===== src/rtl/pe_ctrl_pkg.sv =====
// pe_ctrl_pkg: sequencer state type and PE pipeline timing shared by the
// dot-product control logic.
package pe_ctrl_pkg;
    localparam int PE_LATENCY = 2;
    typedef enum logic [2:0] {IDLE, ISSUE, WAIT, DRAIN, RESULT} seq_state_t;
endpackage


===== src/rtl/pe_dot_sequencer.sv =====
// pe_dot_sequencer: feeds (activation, weight) pairs to one external PE, recirculating
// its registered partial sum, and returns the finished dot product on a valid/ready port.
module pe_dot_sequencer
    import pe_ctrl_pkg::*;
#(
    parameter int ACT_W = 8,
    parameter int ACC_W = 32,
    parameter int LEN_W = 16
) (
    input  logic             clk,
    input  logic             rst,
    input  logic             start,
    input  logic [LEN_W-1:0] cfg_len,
    output logic             busy,
    input  logic             in_valid,
    output logic             in_ready,
    input  logic [ACT_W-1:0] in_act,
    input  logic [ACT_W-1:0] in_weight,
    output logic [ACT_W-1:0] pe_activation,
    output logic [ACT_W-1:0] pe_weight,
    output logic [ACC_W-1:0] pe_psum_in,
    input  logic [ACC_W-1:0] pe_psum_out,
    output logic             res_valid,
    input  logic             res_ready,
    output logic [ACC_W-1:0] res_data
);
    seq_state_t state, state_n;
    logic [LEN_W-1:0] rem;
    logic [ACC_W-1:0] acc, psum_sel;
    logic [PE_LATENCY-1:0] issue_d;
    logic fire, sum_ok;

    assign busy      = state != IDLE;
    assign in_ready  = state == ISSUE;
    assign res_valid = state == RESULT;
    assign fire      = in_valid && in_ready;
    assign sum_ok    = issue_d[PE_LATENCY-1];
    // Bypass lets an issue land in the same cycle its predecessor's sum emerges.
    assign psum_sel  = sum_ok ? pe_psum_out : acc;
    // Idle cycles feed zeros so the PE's stale outputs stay harmless.
    assign pe_activation = fire ? in_act : '0;
    assign pe_weight     = fire ? in_weight : '0;
    assign pe_psum_in    = fire ? psum_sel : '0;

    always_comb begin
        state_n = state;
        case (state)
            IDLE:    state_n = !start ? IDLE : (cfg_len == '0) ? RESULT : ISSUE;
            ISSUE:   state_n = !fire ? ISSUE : (rem == LEN_W'(1)) ? DRAIN : WAIT;
            WAIT:    state_n = ISSUE;
            DRAIN:   state_n = sum_ok ? RESULT : DRAIN;
            RESULT:  state_n = res_ready ? IDLE : RESULT;
            default: state_n = IDLE;
        endcase
    end

    always_ff @(posedge clk) begin
        if (rst) begin
            state    <= IDLE;
            rem      <= '0;
            acc      <= '0;
            issue_d  <= '0;
            res_data <= '0;
        end else begin
            state   <= state_n;
            issue_d <= {issue_d[PE_LATENCY-2:0], fire};
            if (state == IDLE && start) begin
                acc <= '0;
                rem <= cfg_len;
                if (cfg_len == '0)
                    res_data <= '0;
            end else if (sum_ok) begin
                acc <= pe_psum_out;
            end
            if (fire)
                rem <= rem - LEN_W'(1);
            if (state == DRAIN && sum_ok)
                res_data <= pe_psum_out;
        end
    end
endmodule


===== config.mk =====
export PLATFORM = sky130hd
export DESIGN_NAME = pe_dot_sequencer
export DESIGN_NICKNAME = d
export VERILOG_FILES = /design/src/rtl/pe_ctrl_pkg.sv /design/src/rtl/pe_dot_sequencer.sv
export SDC_FILE = /design/constraint.sdc
export NUM_CORES = 1
export LEC_CHECK = 0
export CAP_MARGIN = 30
export CORE_ASPECT_RATIO = 0.9
export CORE_UTILIZATION = 46
export DETAILED_ROUTE_END_ITERATION = 6
export PLACE_DENSITY = 0.86
export SYNTH_ARGS = -nofsm -noshare
export SYNTH_HDL_FRONTEND = slang
export SYNTH_SLANG_ARGS = --single-unit

===== constraint.sdc =====
create_clock -name clk -period 4.5 [get_ports clk]
set_clock_uncertainty 0.05 [all_clocks]
set_input_delay 0.45 -clock clk [delete_from_list [all_inputs] [get_ports clk]]
set_output_delay 0.45 -clock clk [all_outputs]
set_load 0.1 [all_outputs]

==> results by group, run 1 <==
Clock tree
  – Clock Sink Count: 85
  – Count of hold-fix buffers inserted at cts: 0
  – Depth of the CTS H-tree: 3
  – Worst-skew pair later-pin latency: 0.35 ns
  – Clk slew on worst S/H paths: 0.09 ns
  – Clock tree from TritonCTS: done
  – TritonCTS buffer count: 9
  – Root buffer cell: sky130_fd_sc_hd__clkbuf_8
  – Cts repair resizes: 0
  – Post-CTS Repair Setup Buffers: 0
  – Maximum buffer depth of the clock tree: 2

Timing
  – Max Transition Viols Final: 0
  – RSZ-0062 raised after global routing: false
  – Share of the clock period used by the worst path after layout: 74.9%
  – Number of endpoints failing setup at the final stage: 0
  – Summed negative setup slack over all endpoints: 0 ns
  – Actual transition at the worst max-transition pin: 1.00 ns
  – Final count of hold timing violations: 0
  – Final critical path time including I/O delays and setup: 3.37 ns
  – Final worst hold slack: 0.391 ns
  – Rel. slew slack: 32.9%
  – Max Freq: 0.297 GHz

Hold path
  – Worst min path class: register to register

Setup path
  – Arrival time of data at the critical path endpoint: 2.87 ns
  – Crit path max fanout: 24
  – Slowest stage delay, CP: 1.13 ns
  – Critical Path Slowest Stage Cell: sky130_fd_sc_hd__clkdlybuf4s50_1
  – Crit path launch type: register
  – CP Cell Sequence: and4bb_2 -> and2_1 -> clkdlybuf4s50_1
  – Kind of critical path: register to output pin
  – Endpoint required time on the critical path: 4.00 ns
  – Worst setup EP type: output pin

Drt
  – Number of detailed-routing iterations run before antenna repair: 4
  – Vias after detailed routing: 3375
  – Drt total wl: 9710 um
  – Post-detailed-route DRC marker count: 0
  – Detail-routed via count per cell: 5.50
  – Routed length on met1: 3930 um
  – Iter 0 DRT Violations: 138
  – Met2 wirelength from detailed routing: 4950 um
  – Number of routed nets with antenna violations: 0
  – Top sig layer: met4
  – Met3 Wirelength: 640 um
  – Routed wire per std cell: 15.8 um

Logic synthesis
  – Prevailing post-synth register cell: sky130_fd_sc_hd__dfxtp_1
  – Cell Area, Synth: 3580 um2
  – Leading cell types by total area after synthesis: sky130_fd_sc_hd__dfxtp_1 (48%), sky130_fd_sc_hd__a32o_1 (8.9%), sky130_fd_sc_hd__mux2i_1 (8.9%)
  – EDFF count, synth: 0
  – Most frequent cells after synthesis: sky130_fd_sc_hd__dfxtp_1 (85), sky130_fd_sc_hd__nor2_1 (76), sky130_fd_sc_hd__a32o_1 (32), sky130_fd_sc_hd__mux2i_1 (32), sky130_fd_sc_hd__and2_1 (16)
  – Ys async rst share: 0%
  – Part of the Yosys area used for sequential elements: 47.5%
  – Most frequent cell after synthesis: sky130_fd_sc_hd__dfxtp_1
  – Yosys warns: 0
  – Synthesized instance count: 377
  – Distinct cell type count of the synthesized netlist: 48
  – Synthesized netlist net count: 448
  – Synth Register Bits: 85
  – Area fraction of the dominant cell type after synthesis: 47.5%
  – Cell type contributing the most total cell area after synthesis: sky130_fd_sc_hd__dfxtp_1
  – Syn avg cell area: 9.50 um2

Floorplan
  – Die span in x: 95.0 um
  – Starting Density: 47.5%
  – Standard-cell row count: 30
  – Vertical extent of the die: 85.7 um
  – Top-Level Pins: 152
  – Core footprint: 7540 um2
  – Die ar.: 8140 um2

Global routing
  – Initial antenna violation count: 0
  – Global-route wire length before repair: 15400 um
  – Overall fraction of global-route tracks in use: 24.4%
  – Final global-route overflow total: 0
  – Pin count of the biggest net entering global routing: 45
  – Vias in the first global route: 3317

Power
  – Leakage power summed over all cells: 1.86 nW
  – Power density of the placed cells: 327 nW/um2
  – Max VDD drop: 0.000277 V

Layout
  – Syn-to-layout area delta: 47.4%
  – Share of layout cells above drive strength 1: 12.4%
  – Nets: 584
  – Antenna diodes: 0

Place
  – Port-buffer cells: 151
  – DP HPWL: 6820 um
  – Placer congestion estimate: 0.879

Flow run
  – Count of max-cap constraint violations: 0

Outcome
  – Status: completed
-- worst paths after layout --
kind	to	depth (start not counted)	slack, ns	startpoint
worst max-delay path	pe_weight[0]	3	1.13	state[0]
worst min-delay path	issue_d[1]	1	0.39	issue_d[0]
worst max register to register	rem[2]	4	2.17	state[0]
worst min register to register	issue_d[1]	1	0.39	issue_d[0]
-- stage by stage --
stage               instance area (um2)  utilization (%)  worst slack, ns  cells  total power, mW
finish                             5280             70.0             1.13    614             1.73
global route                       5280             70.0            0.959    614             1.81
CTS                                5280             70.0             1.11    614             1.75
detailed placement                 5050             66.9             1.16    598             1.14
global placement                   5050             66.9             1.25    598             1.13
floorplan                          3580                -             1.20    377             1.02
-- critical path, delay by kind of cell, from the launching register on --
kind	cells	cell delay (ns)
buffers and inverters	1	1.13
flip-flops	1	0.61
AND/OR/NAND/NOR	2	0.78
-- flip-flops by register name, summed over array words and instances, names as in the netlist --
register,count
rem,16
state,3
issue_d,2
res_data,32
acc,32
-- power breakdown --
group | internal [mW] | switching, mW | total [mW]
clock | 0.321 | 0.283 | 0.604
sequential | 0.772 | 0.0245 | 0.797
combinational | 0.125 | 0.203 | 0.328
total | 1.22 | 0.510 | 1.73
-- cells in the final DEF (no fill, tap or decap), drive strengths merged, types with 3 or more instances in the layout --
master         netlist  routed
a211oi               4       4
a21oi                5       5
a22oi                3       3
a31oi                9       9
a32o                32      32
and2                16      16
buf                 19      37
clkbuf              12       9
clkdlybuf4s50        0     119
dfxtp               85      85
inv                  2       5
mux2i               32      32
nand2               14      14
nand2b               3       3
nand3                7       7
nor2                77      77
nor3                 6       6
nor4                 6       6
o211ai               6       6
o311ai               4       4
or3                  8       8
-- layout make-up --
type	count	area, um2
fill	604	2260
clock buffer	9	124
clock inverter	7	105
sequential	85	1700
tap	96	120
timing repair buffer	156	1470
multi-input combinational	259	1750
inverter	2	7.51
-- metal layers --
layer	vias up	track usage (%)
li1	1650	-
met4	0	8.68
met3	16	8.07
met1	1597	27.9
met5	-	0
met2	112	42.4
-- cells by family after synthesis --
| family | after synthesis | share of synthesized area (%) |
|---|---|---|
| and+or+nand+nor | 154 | 21.9 |
| buffers and inverters | 33 | 3.95 |
| AOI/OAI and AO/OA | 71 | 17.0 |
| DFF | 85 | 47.5 |
| adders and majority gates | 2 | 0.698 |
| muxes | 32 | 8.94 |
(Power assumes the default switching activity.)
==> run 2, diff against run 1 <==
--- a/config.mk
+++ b/config.mk
@@ -7,9 +7,9 @@
 export LEC_CHECK = 0
 export CAP_MARGIN = 30
 export CORE_ASPECT_RATIO = 0.9
-export CORE_UTILIZATION = 46
+export CORE_UTILIZATION = 38
 export DETAILED_ROUTE_END_ITERATION = 6
-export PLACE_DENSITY = 0.86
+export PLACE_DENSITY = 0.76
 export SYNTH_ARGS = -nofsm -noshare
 export SYNTH_HDL_FRONTEND = slang
 export SYNTH_SLANG_ARGS = --single-unit
==> constraint.sdc (replaced) <==
create_clock -name clk -period 2.84 [get_ports clk]
set_clock_uncertainty 0.05 [all_clocks]
set_input_delay 0.284 -clock clk [delete_from_list [all_inputs] [get_ports clk]]
set_output_delay 0.284 -clock clk [all_outputs]
set_load 0.1 [all_outputs]
==> results by group, run 2 (synthesized netlist as in run 1, its figures left out) <==
Global routing
  – Met2 layer usage reported by global route: 34.9% (-7.5 points)
  – Vias in the first global route: 3170 (-4.4%)
  – Met3 track demand over resource in global routing: 5.48% (-2.6 points)
  – Overall fraction of global-route tracks in use: 20.6% (-3.9 points)
  – Final global-route overflow total: 0 (unchanged)
  – Initial antenna violation count: 0 (unchanged)
  – Pin count of the biggest net entering global routing: 39 (-13%)
  – GRT met1 Usage: 25.0% (-2.9 points)
  – Global-route wire length before repair: 16200 um (+4.7%)
  – GRT Max-Usage Layer: met2

Place
  – Place WS: 0.571 ns (-0.591 ns)
  – Port-buffer cells: 151 (unchanged)
  – DP HPWL: 7440 um (+9.1%)
  – Placer congestion estimate: 0.867 (-1.3%)
  – Cell Count Post-Placement: 628 (+5.0%)

Outcome
  – Status: completed

Layout
  – Most used cells in the layout excluding fill and tap cells: sky130_fd_sc_hd__dfxtp_1 (84), sky130_fd_sc_hd__nor2_1 (76), sky130_fd_sc_hd__clkdlybuf4s50_1 (68)
  – Antenna diodes: 0 (unchanged)
  – Most common library cell in the layout ignoring fill and taps: sky130_fd_sc_hd__dfxtp_1
  – Largest registers in the final layout: acc x32, res_data x32, rem x16
  – Share of layout cells above drive strength 1: 22.8% (+10 points)
  – Non-filler cells, final: 643 (+4.7%)
  – Nets: 588 (+0.68%)
  – Syn-to-layout area delta: 62.4%

Setup path
  – Slack of the worst reg-to-reg path: 0.68 ns (-1.49 ns)
  – Crit path max fanout: 24 (unchanged)
  – Worst R2R End: rem[2]
  – Critical Path Slowest Stage Cell: sky130_fd_sc_hd__dfxtp_1
  – Endpoint required time on the critical path: 2.51 ns (-1.49 ns)
  – Worst setup EP type: output pin
  – Startpoint of the worst-slack reg-to-reg timing path: state[0]
  – Arrival time of data at the critical path endpoint: 2.01 ns (-0.86 ns)
  – Slowest stage delay, CP: 0.64 ns (-0.49 ns)
  – Crit path launch type: register
  – CP Cell Sequence: and4bb_2 -> and2_1 -> buf_12
  – Kind of critical path: register to output pin
  – Register-to-Register Path Depth: 4 (unchanged)

Floorplan
  – Die ar.: 9820 um2 (+21%)
  – Top-Level Pins: 152 (unchanged)
  – Die span in x: 104 um (+9.8%)
  – Standard-cell row count: 33 (+10%)
  – Core footprint: 9130 um2 (+21%)
  – Vertical extent of the die: 94.1 um (+9.8%)
  – Starting Density: 39.3% (-8.2 points)

Clock tree
  – Post-CTS Repair Setup Buffers: 0 (unchanged)
  – Clk slew on worst S/H paths: 0.08 ns (about the same)
  – Root buffer cell: sky130_fd_sc_hd__clkbuf_8
  – Worst-skew pair later-pin latency: 0.33 ns (-0.02 ns)
  – Count of hold-fix buffers inserted at cts: 0 (unchanged)
  – Clock Sink Count: 85 (unchanged)
  – TritonCTS buffer count: 9 (unchanged)
  – Clock tree from TritonCTS: done
  – Cts repair resizes: 0 (unchanged)
  – Depth of the CTS H-tree: 3 (unchanged)
  – Maximum buffer depth of the clock tree: 2 (unchanged)

Timing
  – Actual transition at the worst max-transition pin: 0.576 ns (-0.427 ns)
  – Final critical path time including I/O delays and setup: 2.35 ns
  – Share of the clock period used by the worst path after layout: 82.6%
  – RSZ-0062 raised after global routing: false
  – Final worst slack: 0.493 ns (-0.635 ns)
  – Max Freq: 0.426 GHz
  – Final count of hold timing violations: 0 (unchanged)
  – Number of endpoints failing setup at the final stage: 0 (unchanged)
  – Summed negative setup slack over all endpoints: 0 ns (unchanged)
  – Max Transition Viols Final: 0 (unchanged)
  – Rel. slew slack: 61.6% (+29 points)

Hold path
  – Worst min path class: register to register
  – Hold depth: 1 (unchanged)
  – Hold path start: issue_d[0]
  – Hold-critical path endpoint: issue_d[1]

Power
  – Power density of the placed cells: 456 nW/um2 (+39%)
  – Leakage power summed over all cells: 2.10 nW (+13%)
  – Overall power of the completed layout: 2.66 mW (+54%)
  – Max VDD drop: 0.000239 V (-14%)

Drt
  – Number of detailed-routing iterations run before antenna repair: 4 (unchanged)
  – Detail-routed via count per cell: 5.32 (-3.3%)
  – Iter 0 DRT Violations: 170 (+23%)
  – Vias after detailed routing: 3418 (+1.3%)
  – Routed wire per std cell: 15.8 um (about the same)
  – Drt total wl: 10200 um (+4.6%)
  – Number of routed nets with antenna violations: 0 (unchanged)
  – Post-detailed-route DRC marker count: 0 (unchanged)

Flow run
  – Count of max-cap constraint violations: 0 (unchanged)
==> run 2: changes by cell type in the layout (fill, tap and decap cells not counted), sizes merged <==
cell,previous run,this run
buf,37,92
bufinv,2,1
clkbuf,9,10
clkdlybuf4s50,119,68
clkinv,1,0
clkinvlp,1,3
inv,5,3
==> run 2: metal layers <==
| metal | up-vias | wire (um) |
|---|---|---|
| met2 | 141 | 4870 |
| met5 | - | 0 |
| li1 | 1660 | - |
| met1 | 1601 | 4330 |
| met3 | 16 | 777 |
| met4 | 0 | 188 |
==> run 2: area by class of cell <==
type	instances	area, um2
inverter	2	7.51
multi-input combinational	259	1760
fill	742	3310
timing repair buffer	160	2000
clock inverter	5	61.3
sequential	85	1700
tap	122	153
clock buffer	10	128
==> run 2: metrics by stage <==
stage | utilization (%) | hold slack, ns | cell area (um2)
6_report | 63.8 | 0.395 | 5820
5_1_grt | 63.8 | 0.410 | 5820
4_1_cts | 63.8 | 0.400 | 5820
3_5_place_dp | 61.7 | 0.377 | 5630
3_3_place_gp | 61.4 | 0.370 | 5600
2_1_floorplan | - | 0.364 | 3590
==> run 2: worst max-delay path: cells and delay by family (launching register included) <==
family / cells / cell delay [ns]
flops: 1 / 0.64
buf+inv: 1 / 0.19
simple gates: 2 / 0.84
==> run 2: worst max path at each step <==
stage | from | to | slack, ns | cells past startpoint
finish | state[0] | pe_weight[5] | 0.49 | 3
global route | state[0] | pe_activation[7] | 0.36 | 3
CTS | state[0] | pe_weight[5] | 0.49 | 3
detailed placement | in_valid | rem[15] | 0.57 | 5
global placement | rst | res_data[19] | 0.50 | 4
floorplan | issue_d[1] | pe_psum_in[13] | 0.13 | 4
==> run 2: power breakdown <==
group          internal (mW)  switching [mW]  total [mW]
logic                  0.235           0.337       0.572
clock network          0.405           0.417       0.822
registers               1.22          0.0374        1.26
total                   1.86           0.792        2.66
==> RTL edit 1, RTL diff (settings of run 2) <==
Set the parameter `ACC_W` to 16 (it was 32).
--- a/src/rtl/pe_dot_sequencer.sv
+++ b/src/rtl/pe_dot_sequencer.sv
@@ -4,7 +4,7 @@
     import pe_ctrl_pkg::*;
 #(
     parameter int ACT_W = 8,
-    parameter int ACC_W = 32,
+    parameter int ACC_W = 16,
     parameter int LEN_W = 16
 ) (
     input  logic             clk,
Ports: changed (resized pe_psum_in, pe_psum_out and res_data); port bits go from 152 to 104. No check against the original RTL was run, so the function may have changed too.
==> RTL edit 1 against run 2 <==
  * Sequential power down 36%
  * Synthesized area down 30%
  * Setup slack better by 39 ps
  * Via count down 28%
  * Synthesized cell count down 27%
  * Wire length down 26%
  * Critical endpoint is now pe_weight[7]
  * Design area down 31%
  * Sequential cell count down 32
  * Die area down 29%
  * Total power down 33%
  * Combinational power down 22%
==> RTL edit 1: results (changes against run 2) <==
<table>
<tr><th>Metric</th><th>Value</th></tr>
<tr><th colspan="2">Synth</th></tr>
<tr><td>Portion of the post-synthesis area used by sequential elements</td><td>42.2% (-5.3 points)</td></tr>
<tr><td>Top cells by area in the synthesized netlist</td><td>dfxtp_1 (42%), a32o_1 (6.4%), mux2i_1 (6.4%)</td></tr>
<tr><td>Number of nets produced by synthesis</td><td>329 (-27%)</td></tr>
<tr><td>Number of distinct standard cells referenced by the synthesized netlist</td><td>52 (+8.3%)</td></tr>
<tr><td>Compound-Gate Fraction of Synth Area</td><td>19.5% (+2.5 points)</td></tr>
<tr><th colspan="2">Critical path</th></tr>
<tr><td>Arrival time of data at the critical path endpoint</td><td>1970 ps (-40 ps)</td></tr>
<tr><td>Worst path max stage delay</td><td>610 ps (-30 ps)</td></tr>
<tr><td>Worst-path maximum fanout</td><td>12 (-50%)</td></tr>
<tr><th colspan="2">Clock network</th></tr>
<tr><td>Total number of H-tree levels</td><td>2 (-1)</td></tr>
<tr><td>Latest clock arrival within the worst-skew pair</td><td>300 ps (-30 ps)</td></tr>
<tr><th colspan="2">Pwr</th></tr>
<tr><td>Cell-internal power</td><td>0.00125 W (-33%)</td></tr>
<tr><td>Maximum VDD drop</td><td>330 uV (+38%)</td></tr>
<tr><td>Leakage power of the design</td><td>1.45 nW (-31%)</td></tr>
<tr><td>Power Density</td><td>444 nW/um2 (-2.8%)</td></tr>
<tr><th colspan="2">Detailed routing</th></tr>
<tr><td>Metal2 WL</td><td>3.88 mm (-20%)</td></tr>
<tr><td>Routed wire length on met3</td><td>330 um (-58%)</td></tr>
<tr><td>Average via count per standard cell</td><td>5.39 (+1.5%)</td></tr>
<tr><th colspan="2">Finish</th></tr>
<tr><td>Ratio of cells with drive above 1 in the final layout</td><td>20.2% (-2.7 points)</td></tr>
<tr><td>Non-clk bufs</td><td>111 (-31%)</td></tr>
<tr><td>NonClk Buf Share</td><td>34.1% (-0.33 points)</td></tr>
<tr><td>Count of clock-net buffers in the final layout</td><td>7 (-3)</td></tr>
<tr><td>Number of fill cells</td><td>503 (-32%)</td></tr>
<tr><td>Count of non-CTS inverters in the layout</td><td>6 (+4)</td></tr>
<tr><td>Final net count</td><td>426 (-28%)</td></tr>
<tr><td>Multi-input gate count</td><td>194 (-25%)</td></tr>
<tr><td>Core Util, Final</td><td>64.1% (+0.36 points)</td></tr>
<tr><td>Clk cell area share</td><td>2.90% (-0.34 points)</td></tr>
<tr><th colspan="2">Global routing</th></tr>
<tr><td>Via count of the first global-routing pass</td><td>2385 (-25%)</td></tr>
<tr><td>Met1 routing resource usage after global routing</td><td>26.9% (+1.9 points)</td></tr>
<tr><td>Met2 track demand over resource in global routing</td><td>37.4% (+2.5 points)</td></tr>
<tr><th colspan="2">Place</th></tr>
<tr><td>GPL Wtd Cong</td><td>0.887 (+2.3%)</td></tr>
<tr><td>Number of buffers inserted by port buffering</td><td>103 (-32%)</td></tr>
<tr><td>Cell area after placement</td><td>3890 um2 (-31%)</td></tr>
<tr><th colspan="2">Run status</th></tr>
<tr><td>Run status</td><td>complete, no violations</td></tr>
</table>
==> RTL edit 1: cell types whose count changed after synthesis, moves of 3 or more <==
cell and delta:
a21oi_1 +3, a31oi_1 -3, nand2_1 -3, inv_1 +4, dfxtp_1 -32, or3_1 -3, mux2i_1 -16, o21ai_0 +4
a32o_1 -16, buf_2 -5, buf_1 -5, nor2_1 -36
==> RTL edit 1: through the flow <==
| stage | hold slack [ps] | setup WS, ps |
|---|---|---|
| after floorplan | 364 | 70.2 |
| after global placement | 375 | 653 |
| after detailed placement | 400 | 591 |
| after CTS | 427 | 559 |
| after global routing | 453 | 427 |
| final | 428 | 533 |
==> RTL edit 1: final timing paths <==
| check | from | to |
|---|---|---|
| setup / recovery | state[1] | pe_weight[7] |
| hold reg to reg | res_data[2] | res_data[2] |
| setup reg to reg | state[1] | rem[15] |
| hold / removal | res_data[2] | res_data[2] |
==> RTL edit 2, RTL diff (config.mk and constraints of run 2) <==
Without the edit above. Add an input register stage for `cfg_len`; this delays it by one clock. The other inputs are not delayed to match.
--- a/src/rtl/pe_dot_sequencer.sv
+++ b/src/rtl/pe_dot_sequencer.sv
@@ -24,6 +24,13 @@
     input  logic             res_ready,
     output logic [ACC_W-1:0] res_data
 );
+
+    logic [LEN_W-1:0] cfg_len_q;
+
+    always_ff @(posedge clk) begin
+        cfg_len_q <= cfg_len;
+    end
+
     seq_state_t state, state_n;
     logic [LEN_W-1:0] rem;
     logic [ACC_W-1:0] acc, psum_sel;
@@ -45,7 +52,7 @@
     always_comb begin
         state_n = state;
         case (state)
-            IDLE:    state_n = !start ? IDLE : (cfg_len == '0) ? RESULT : ISSUE;
+            IDLE:    state_n = !start ? IDLE : (cfg_len_q == '0) ? RESULT : ISSUE;
             ISSUE:   state_n = !fire ? ISSUE : (rem == LEN_W'(1)) ? DRAIN : WAIT;
             WAIT:    state_n = ISSUE;
             DRAIN:   state_n = sum_ok ? RESULT : DRAIN;
@@ -66,8 +73,8 @@
             issue_d <= {issue_d[PE_LATENCY-2:0], fire};
             if (state == IDLE && start) begin
                 acc <= '0;
-                rem <= cfg_len;
-                if (cfg_len == '0)
+                rem <= cfg_len_q;
+                if (cfg_len_q == '0)
                     res_data <= '0;
             end else if (sum_ok) begin
                 acc <= pe_psum_out;
Check against the original RTL: not equivalent (Yosys sat finds a counterexample within 4 cycles, from zero or initial values and one cycle with rst high).
==> RTL edit 2 against run 2 <==
  * Wire length up 7.3%
  * Combinational power shrank 15%
  * Setup slack better by 15 ps
  * First-iteration DRC count rose by 6.5%
  * Design area grew 8.3%
  * Critical path depth stayed put
  * Utilization down 2.3 points
  * Cell count grew 4.5%
  * Synthesized area rose by 12%
  * Sequential cell count increased by 16
  * Total power grew 24%
==> RTL edit 2: results (changes against run 2) <==
<table>
<tr><th>Metric</th><th>Value</th></tr>
<tr><th colspan="2">Pwr</th></tr>
<tr><td>Power Combinational</td><td>0.000489 W (-15%)</td></tr>
<tr><td>Leakage power of the design</td><td>2.29 nW (+9.0%)</td></tr>
<tr><td>Maximum VDD drop</td><td>436 uV (+82%)</td></tr>
<tr><td>Cell-internal power</td><td>0.00245 W (+31%)</td></tr>
<tr><td>Power Density</td><td>523 nW/um2 (+15%)</td></tr>
<tr><th colspan="2">Run status</th></tr>
<tr><td>Run status</td><td>complete, no violations</td></tr>
<tr><th colspan="2">Clock network</th></tr>
<tr><td>Clock root buffer</td><td>clkbuf_16</td></tr>
<tr><th colspan="2">Min path</th></tr>
<tr><td>Startpoint of the most critical hold path</td><td>cfg_len[7]</td></tr>
<tr><th colspan="2">Finish</th></tr>
<tr><td>Non-filler instance count after layout</td><td>672 (+4.5%)</td></tr>
<tr><td>Final net count</td><td>609 (+3.6%)</td></tr>
<tr><td>Number of sequential cells in the layout</td><td>101 (+19%)</td></tr>
<tr><td>Proportion of cell area occupied by multi-input gates</td><td>28.3% (-2.0 points)</td></tr>
<tr><th colspan="2">Critical path</th></tr>
<tr><td>Worst path max stage delay</td><td>660 ps (+20 ps)</td></tr>
<tr><td>Slowest library cell on the worst path</td><td>and4bb_2</td></tr>
<tr><td>Flop2flop setup slack</td><td>650 ps (-30 ps)</td></tr>
<tr><td>Worst-path maximum fanout</td><td>30 (+25%)</td></tr>
<tr><th colspan="2">Global routing</th></tr>
<tr><td>GRT Resource Usage Total</td><td>20.4% (-0.22 points)</td></tr>
<tr><td>Via count of the first global-routing pass</td><td>3526 (+11%)</td></tr>
<tr><th colspan="2">Place</th></tr>
<tr><td>Placed Instances</td><td>656 (+4.5%)</td></tr>
<tr><td>Worst setup timing slack at the placement stage</td><td>468 ps (-103 ps)</td></tr>
<tr><th colspan="2">Synth</th></tr>
<tr><td>Share of synthesized area spent on multiplexers</td><td>8.78% (-0.16 points)</td></tr>
<tr><td>Compound-Gate Fraction of Synth Area</td><td>15.4% (-1.6 points)</td></tr>
<tr><td>Portion of the post-synthesis area used by sequential elements</td><td>50.5% (+3.0 points)</td></tr>
<tr><th colspan="2">STA</th></tr>
<tr><td>Rel. slew slack</td><td>56.9% (-4.7 points)</td></tr>
<tr><td>Hold Worst Slack</td><td>331 ps (-64.7 ps)</td></tr>
</table>
==> RTL edit 2: cell types whose count changed in the layout (fill, tap and decap cells not counted), moves of 4 or more <==
cell / run 2 / this run
inv_1: 2 / 8
or3_1: 8 / 3
a32oi_1: 0 / 4
nand3_1: 6 / 2
a21oi_1: 5 / 11
clkbuf_16: 0 / 9
clkbuf_8: 9 / 0
o21ai_0: 0 / 5
dfxtp_1: 84 / 100
==> RTL edit 2: worst max path at each step <==
stage	startpoint	end	slack (ps)	cells past startpoint
floorplan	state[1]	pe_psum_in[10]	110	5
global placement	in_valid	rem[10]	580	5
detailed placement	in_valid	rem[10]	470	5
CTS	state[0]	pe_weight[0]	490	3
global route	state[0]	pe_weight[0]	380	3
finish	state[0]	pe_weight[0]	510	3
==> RTL edit 2: layer usage <==
metal	routed length [um]	part of all wire, %	track usage (%)
met1	4460	41	24.4
met2	5590	51	35.0
met4	97	0.89	5.16
met3	747	6.9	6.62
met5	0	0	0
